[src/rtl/vga_timing_pkg.sv]
// Shared timing constants for the VGA sync path: default 640x480@60 geometry,
// counter width and sync polarity.
package vga_timing_pkg;

    localparam int CNT_W = 10;

    localparam int H_ACTIVE_DEF = 640;
    localparam int H_FP_DEF     = 16;
    localparam int H_SYNC_DEF   = 96;
    localparam int H_BP_DEF     = 48;
    localparam int H_TOTAL_DEF  = H_ACTIVE_DEF + H_FP_DEF + H_SYNC_DEF + H_BP_DEF;

    localparam int V_ACTIVE_DEF = 480;
    localparam int V_FP_DEF     = 10;
    localparam int V_SYNC_DEF   = 2;
    localparam int V_BP_DEF     = 33;
    localparam int V_TOTAL_DEF  = V_ACTIVE_DEF + V_FP_DEF + V_SYNC_DEF + V_BP_DEF;

    localparam logic SYNC_POL_DEF = 1'b0;

    typedef logic [CNT_W-1:0] cnt_t;

    function automatic logic sync_level(input logic in_sync, input logic pol);
        return in_sync ? pol : ~pol;
    endfunction

endpackage

[src/rtl/vga_axis_counter.sv]
// One timing axis: a wrapping position counter plus combinational decode of
// the active and sync regions for the current count.
module vga_axis_counter
    import vga_timing_pkg::*;
#(
    parameter int ACTIVE = H_ACTIVE_DEF,
    parameter int FP     = H_FP_DEF,
    parameter int SYNC   = H_SYNC_DEF,
    parameter int BP     = H_BP_DEF
) (
    input  logic clk,
    input  logic rst_n,
    input  logic en_i,
    input  logic cin_i,
    output cnt_t count_o,
    output logic carry_o,
    output logic in_active_o,
    output logic in_sync_o
);

    localparam int TOTAL      = ACTIVE + FP + SYNC + BP;
    localparam int SYNC_FIRST = ACTIVE + FP;
    localparam int SYNC_LAST  = ACTIVE + FP + SYNC - 1;

    generate
        if (TOTAL > (1 << CNT_W) || TOTAL < 1) begin : g_bad_total
            $error("vga_axis_counter: total %0d does not fit a %0d-bit counter", TOTAL, CNT_W);
        end
    endgenerate

    cnt_t count_q, count_d;

    // Carry marks the last position of the axis; the wrap happens on the next enabled step.
    assign carry_o = cin_i && (count_q == cnt_t'(TOTAL - 1));

    // NOTE: every variable assigned in always_comb gets a default first, so no latch is inferred.
    always_comb begin
        count_d = count_q;
        if (en_i && cin_i) begin
            count_d = carry_o ? '0 : count_q + 1'b1;
        end
    end

    // NOTE: state registers use non-blocking assignments so all flops sample the same pre-edge values.
    always_ff @(posedge clk or negedge rst_n) begin
        if (!rst_n) begin
            count_q <= '0;
        end else begin
            count_q <= count_d;
        end
    end

    assign count_o     = count_q;
    assign in_active_o = int'(count_q) < ACTIVE;
    assign in_sync_o   = (int'(count_q) >= SYNC_FIRST) && (int'(count_q) <= SYNC_LAST);

endmodule

[src/rtl/vga_sync_generator.sv]
// VGA sync generator: horizontal/vertical counters advanced by the pixel tick,
// with registered sync, blanking, coordinate and line/frame-start outputs.
module vga_sync_generator
    import vga_timing_pkg::*;
#(
    parameter int   H_ACTIVE = H_ACTIVE_DEF,
    parameter int   H_FP     = H_FP_DEF,
    parameter int   H_SYNC   = H_SYNC_DEF,
    parameter int   H_BP     = H_BP_DEF,
    parameter int   V_ACTIVE = V_ACTIVE_DEF,
    parameter int   V_FP     = V_FP_DEF,
    parameter int   V_SYNC   = V_SYNC_DEF,
    parameter int   V_BP     = V_BP_DEF,
    parameter logic SYNC_POL = SYNC_POL_DEF
) (
    input  logic             clk,
    input  logic             rst_n,
    input  logic             pix_en,
    output logic             hsync,
    output logic             vsync,
    output logic             video_on,
    output logic [CNT_W-1:0] pixel_x,
    output logic [CNT_W-1:0] pixel_y,
    output logic             line_start,
    output logic             frame_start
);

    cnt_t h_cnt, v_cnt;
    logic h_carry, h_active, h_sync, v_active, v_sync;

    vga_axis_counter #(
        .ACTIVE(H_ACTIVE), .FP(H_FP), .SYNC(H_SYNC), .BP(H_BP)
    ) u_h_axis (
        .clk        (clk),
        .rst_n      (rst_n),
        .en_i       (pix_en),
        .cin_i      (1'b1),
        .count_o    (h_cnt),
        .carry_o    (h_carry),
        .in_active_o(h_active),
        .in_sync_o  (h_sync)
    );

    vga_axis_counter #(
        .ACTIVE(V_ACTIVE), .FP(V_FP), .SYNC(V_SYNC), .BP(V_BP)
    ) u_v_axis (
        .clk        (clk),
        .rst_n      (rst_n),
        .en_i       (pix_en && h_carry),
        .cin_i      (1'b1),
        .count_o    (v_cnt),
        .carry_o    (),
        .in_active_o(v_active),
        .in_sync_o  (v_sync)
    );

    logic hsync_q, hsync_d, vsync_q, vsync_d, video_on_q, video_on_d;
    logic line_start_q, line_start_d, frame_start_q, frame_start_d;
    cnt_t pixel_x_q, pixel_x_d, pixel_y_q, pixel_y_d;

    // Level outputs load the pre-increment decode on a tick and hold otherwise;
    // the start pulses are recomputed every clk so they never outlast one cycle.
    always_comb begin
        hsync_d       = hsync_q;
        vsync_d       = vsync_q;
        video_on_d    = video_on_q;
        pixel_x_d     = pixel_x_q;
        pixel_y_d     = pixel_y_q;
        line_start_d  = pix_en && (h_cnt == '0);
        frame_start_d = pix_en && (h_cnt == '0) && (v_cnt == '0);
        if (pix_en) begin
            hsync_d    = sync_level(h_sync, SYNC_POL);
            vsync_d    = sync_level(v_sync, SYNC_POL);
            video_on_d = h_active && v_active;
            pixel_x_d  = h_cnt;
            pixel_y_d  = v_cnt;
        end
    end

    always_ff @(posedge clk or negedge rst_n) begin
        if (!rst_n) begin
            hsync_q       <= ~SYNC_POL;
            vsync_q       <= ~SYNC_POL;
            video_on_q    <= 1'b0;
            pixel_x_q     <= '0;
            pixel_y_q     <= '0;
            line_start_q  <= 1'b0;
            frame_start_q <= 1'b0;
        end else begin
            hsync_q       <= hsync_d;
            vsync_q       <= vsync_d;
            video_on_q    <= video_on_d;
            pixel_x_q     <= pixel_x_d;
            pixel_y_q     <= pixel_y_d;
            line_start_q  <= line_start_d;
            frame_start_q <= frame_start_d;
        end
    end

    assign hsync       = hsync_q;
    assign vsync       = vsync_q;
    assign video_on    = video_on_q;
    assign pixel_x     = pixel_x_q;
    assign pixel_y     = pixel_y_q;
    assign line_start  = line_start_q;
    assign frame_start = frame_start_q;

endmodule

[config.mk]
export PLATFORM = sky130hd
export DESIGN_NAME = vga_sync_generator
export DESIGN_NICKNAME = d
export VERILOG_FILES = /design/src/rtl/vga_timing_pkg.sv /design/src/rtl/vga_axis_counter.sv /design/src/rtl/vga_sync_generator.sv
export SDC_FILE = /design/constraint.sdc
export NUM_CORES = 1
export LEC_CHECK = 0
export BUFFER_PORTS_ARGS = -buffer_cell sky130_fd_sc_hd__clkbuf_2
export CORE_MARGIN = 5
export CORE_UTILIZATION = 56
export DETAILED_ROUTE_END_ITERATION = 8
export PLACE_DENSITY = 0.79
export SLEW_MARGIN = 30
export SYNTH_ARGS = -nofsm -noshare
export SYNTH_HDL_FRONTEND = slang
export SYNTH_SLANG_ARGS = --single-unit
[constraint.sdc]
create_clock -name clk -period 2.4 [get_ports clk]
set_clock_uncertainty 0.15 [all_clocks]
set_input_delay 0.12 -clock clk [delete_from_list [all_inputs] [get_ports clk]]
set_output_delay 0.12 -clock clk [all_outputs]
set_load 0.05 [all_outputs]
# [Yosys cells after proc, flatten, opt, wreduce, memory -nomap -nowiden]
# Cells that the tools add are included.
[op_classes] addsub=2 magnitude_cmp=6 eq_ne=2 n_mux=4 reduce_logical=8
[op_table] operator="adder 10 x 1 -> 10 bit, second input constant" count=2
[op_table] operator="equality test 10 bit, second input constant" count=2
[op_table] operator="zero test 10 bit" count=2
[op_table] operator="2-to-1 mux 10 bit" count=2
[op_table] operator="greater-or-equal comparator 10 bit, second input constant" count=1
[op_table] operator="greater-or-equal comparator 10 x 9 -> 1 bit, second input constant" count=1
[op_table] operator="<= comparator 10 bit, second input constant" count=1
[op_table] operator="<= comparator 10 x 9 -> 1 bit, second input constant" count=1
[op_table] operator="less-than comparator 10 bit, second input constant" count=1
[op_table] operator="less-than comparator 10 x 9 -> 1 bit, second input constant" count=1
[op_table] operator="logical AND 1 bit" count=6
[op_table] operator="2-to-1 mux 1 bit" count=2
[totals] reg_bits=45 in_bits=3 output_inout_bits=25

# [Longest topological paths before layout]
[logic_depth] ltp_word=3 mapped_depth=6

# [Modules after synthesis]
# A second synthesis with hierarchy kept.
[hier_totals] hier_cells=178 area_unflattened_um2=2079.5
[by_module_without_submodules] mod="vga_sync_generator" instances=1 cells_per_inst=65 area_each_um2=979.7 seq_area_each_um2=628.1
[by_module_without_submodules] mod="vga_axis_counter at u_v_axis" instances=1 cells_per_inst=56 area_each_um2=553.0 seq_area_each_um2=250.2
[by_module_without_submodules] mod="vga_axis_counter at u_h_axis" instances=1 cells_per_inst=57 area_each_um2=546.8 seq_area_each_um2=250.2

# [Worst setup path after synthesis]
# Ideal clock, no wire load.
[synth_path] kind="register to register" start="register u_h_axis.count_q[0], in the netlist u_h_axis.count_o[0]" end="register u_v_axis.count_q[8], in the netlist u_v_axis.count_o[8]" arrival_time_ps=1901 required_ps=2127 path_slack_ps=226 path_stages_with_launch=6 period_less_slack_ps=2174 cell_sequence="dfrtp_1 ha_1 nand4_4 or4b_4 or4_1 xnor2_1"
[synth_via] elab_chain_cells=2
[synth_rtl] element="from (decl)" line="vga_axis_counter.sv:31" rtl="cnt_t count_q, count_d;"
[synth_rtl] element="from (signal assigned)" line="vga_axis_counter.sv:49" rtl="count_q <= count_d;"
[synth_rtl] element="equality test 10 bit" line="vga_axis_counter.sv:34" rtl="assign carry_o = cin_i && (count_q == cnt_t'(TOTAL - 1));"
[synth_rtl] element="logical AND 1 bit" line="vga_sync_generator.sv:49" rtl=".en_i (pix_en && h_carry),"
[synth_rtl] element="to (signal assigned)" line="vga_axis_counter.sv:49"
[synth_rtl] element="to (decl)" line="vga_axis_counter.sv:31"
# No other way between the ends.
# A chain may end at the register's enable or synchronous reset.

# [Worst setup path in the final report]
[layout_path] start="register u_h_axis.count_q[1], in the netlist u_h_axis.count_o[1]" end="register u_v_axis.count_q[8], in the netlist u_v_axis.count_o[8]"
# The elaborated chain is that of the path after synthesis.

==> impl_metrics.yaml <==
run_status:
  status: "finished, final reports clean"
flow_run:
  cap_violations: 0
final_layout:
  final.fill_count: 287
  syn_to_final_growth_pct: 16.5
  leading_cell_type_in_the_layout_fill_and_taps_excluded: "sky130_fd_sc_hd__dfrtp_1"
  mostFrequentLayoutCells: "sky130_fd_sc_hd__dfrtp_1, sky130_fd_sc_hd__clkbuf_2, sky130_fd_sc_hd__mux2_2"
  drive_above_1_share_pct: 32.2
  num_antenna_cells: 0
  num-nets-final: 220
  postLayoutCoreUtil_pct: 66.5
place:
  place.gp.congestion: 0.888
  io_buffer_count: 27
  detailedPlacementHpwl_um: 2970
pwr:
  peakVddDrop_mv: 0.717
  static-leakage-power_uw: 0.00115
  power_per_cell_area_nw_per_um2: 852
  totalPowerFinal_uw: 2060
setup_path:
  cp_max_fo: 11
  worstSetupStartpoint: "u_h_axis.count_o[1]"
  cp.required_ns: 2.44
  critical_path.startpoint_type: "flip-flop"
  worst_setup_ep_type: "flip-flop"
  rr_startpoint: "u_h_axis.count_o[1]"
  critical_path_arrival_ns: 2.31
  setup.worst_path.class: "flip-flop to flip-flop"
logic_synthesis:
  synth_adder_area_share_pct: 2.41
  synthDistinctLibCells: 37
  synth-seq-area-share_pct: 54.4
  simple_gate_share_of_the_synthesized_area_pct: 18.4
  yosys-mux-area-fraction_pct: 12.3
  ys_seq_elements: 45
  synth_nets: 189
  synthXorXnorAreaFrac_pct: 3.80
  synth.avg_cell_area_um2: 11.4
  synth-warning-count: 0
  synth_top_family_by_area: "simple AND/OR/NAND/NOR gates"
  total_standard_cell_area_after_synthesis_um2: 2080
  synthCells: 182
  synth_compound_gate_area_share_pct: 4.82
die:
  start_util_pct: 57.1
  core_region_area_um2: 3630
  floorplan.die.width_um: 70.9
  dieArea_um2: 5020
  die-height_um: 70.9
  floorplan.rows: 22
  design.portCount: 28
sta:
  finalHoldWorstSlack_ns: 0.0340
  worst_slew_pin_slew_ns: 0.370
  period_share_pct: 94.7
  unrepaired_setup_endpoints_after_global_routing: "no"
  slew_viols_final: 0
  timing.final.setup_violations: 0
  timing.fmax_ghz: 0.440
  final_period_minus_worst_setup_slack_ns: 2.27
  relSlewSlack_pct: 75.4
  hold_viol_final: 0
  setup-tns-final_ns: 0
worst_hold_path:
  hold_start: "pix_en"
  min-delay-path-class: "primary input to flip-flop"
drt:
  post_drt_wl_per_cell_um: 16.0
  vias: 1515
  detail_route.drc_violations: 0
  routed_wl_um: 4200
  via_density_per_instance: 5.78
  drt_iter0_markers: 122
  drtPass1Iterations: 4
  drt.antenna.violating_nets: 0
global_routing:
  grt-ovfl-total: 0
  first_pass_grt_wire_length_um: 7110
  grt_pass1_vias: 1487
  grt_antenna_before_repair: 0
  grt_max_degree: 35
  globalRouteTotalUtil_pct: 18.1
clocking:
  ctsLongestPathBuffers: 2
  tritoncts: "yes"
  clock_tree.root_cell: "sky130_fd_sc_hd__clkbuf_8"
  clkSlewWorstSetupHoldPaths_ns: 0.08
  worst_skew_pair.late_latency_ns: 0.30
  cts_inserted_buffers: 5
  post-cts-setup-buffers: 0
  clock_sink_count: 45
  cts-htree-levels: 2
final timing paths:
kind,endpoint,slack (ns),cells after the start
worst max-delay path,u_v_axis.count_o[8],0.13,5
worst min-delay path,u_h_axis.count_o[4],0.03,3
worst max register to register,u_v_axis.count_o[8],0.13,5
worst min register to register,hsync,0.36,2
max in group asynchronous,hsync,1.62,3
min in group asynchronous,u_v_axis.count_o[5],0.19,3
cell type report:
cell class	count	area, um^2	area share, %
flip-flops and latches	45	1130	46.7
multi-input cells	119	870	36.0
repair buffers	35	198	8.18
clock buffers	5	68.8	2.85
clock inverters	3	65.1	2.69
well taps	48	60.1	2.48
inverters	7	26.3	1.09
repair_timing:
item                                    in CTS  in global routing
endpoints found under the setup margin       0                  1
hold endpoints to repair                    45                  0
hold buffers                                 1                  0
gates resized for setup                      0                  2
per-stage QoR:
| step | std cells | setup WS, ns | instance area, um^2 |
|---|---|---|---|
| floorplan | 182 | 0.226 | 2080 |
| global placement | 253 | 0.129 | 2270 |
| detailed placement | 253 | 0.0633 | 2270 |
| CTS | 262 | 0.0686 | 2410 |
| global route | 262 | 0.0383 | 2420 |
| finish | 262 | 0.126 | 2420 |
synthesized netlist by cell type, drive strengths merged:
library cell  number  area, um^2
dfrtp             43        1080
mux2              20         225
nand3             12        60.1
nand2             11        41.3
o21ai             10        50.0
nor2               8        30.0
a21oi              7        35.0
inv                7        26.3
buf                6        35.0
and3               5        31.3
clkbuf             5        18.8
nand4              5        46.3
nor3               5        25.0
xnor2              5        43.8
ha                 4        50.1
xor2               4        35.0
and4               3        26.3
mux2i              3        30.0
or4                3        22.5
or4b               3        33.8
dfstp              2        52.6
nand2b             2        12.5
nor4b              2        17.5
a41oi              1        8.76
and4b              1        10.0
nand3b             1        7.51
nor2b              1        6.26
nor4               1        6.26
o22ai              1        6.26
or3                1        6.26
critical path, stage by stage (launching register included):
cell	delay, ns
sky130_fd_sc_hd__dfrtp_2	0.41
sky130_fd_sc_hd__ha_2	0.22
sky130_fd_sc_hd__nand4_4	0.12
sky130_fd_sc_hd__or4b_4	0.58
sky130_fd_sc_hd__or4_1	0.54
sky130_fd_sc_hd__xnor2_1	0.14
state kept, by name, indices dropped and copies added (netlist names), 10 cells and up:
name              cells
u_v_axis.count_o     10
pixel_y              10
pixel_x              10
u_h_axis.count_o     10
report_power, final:
group	internal [uW]	switching, uW
logic	143	316
clock network	413	245
registers	848	94.8
logic make-up (layout without fill, tap and decap cells):
group,Yosys count,in the layout
xor+xnor,9,9
simple gates,64,64
compound gates,19,19
mux,23,23
buf+inv,18,50
flops,45,45
fa+ha+maj,4,4
layer usage:
layer / global-route usage, % / share of wire (%)
met2: 30.0 / 51
met4: 5.43 / 1.2
met1: 23.0 / 43
met5: 0 / 0
met3: 5.40 / 4.5
Power figures use the tool's default switching activity.
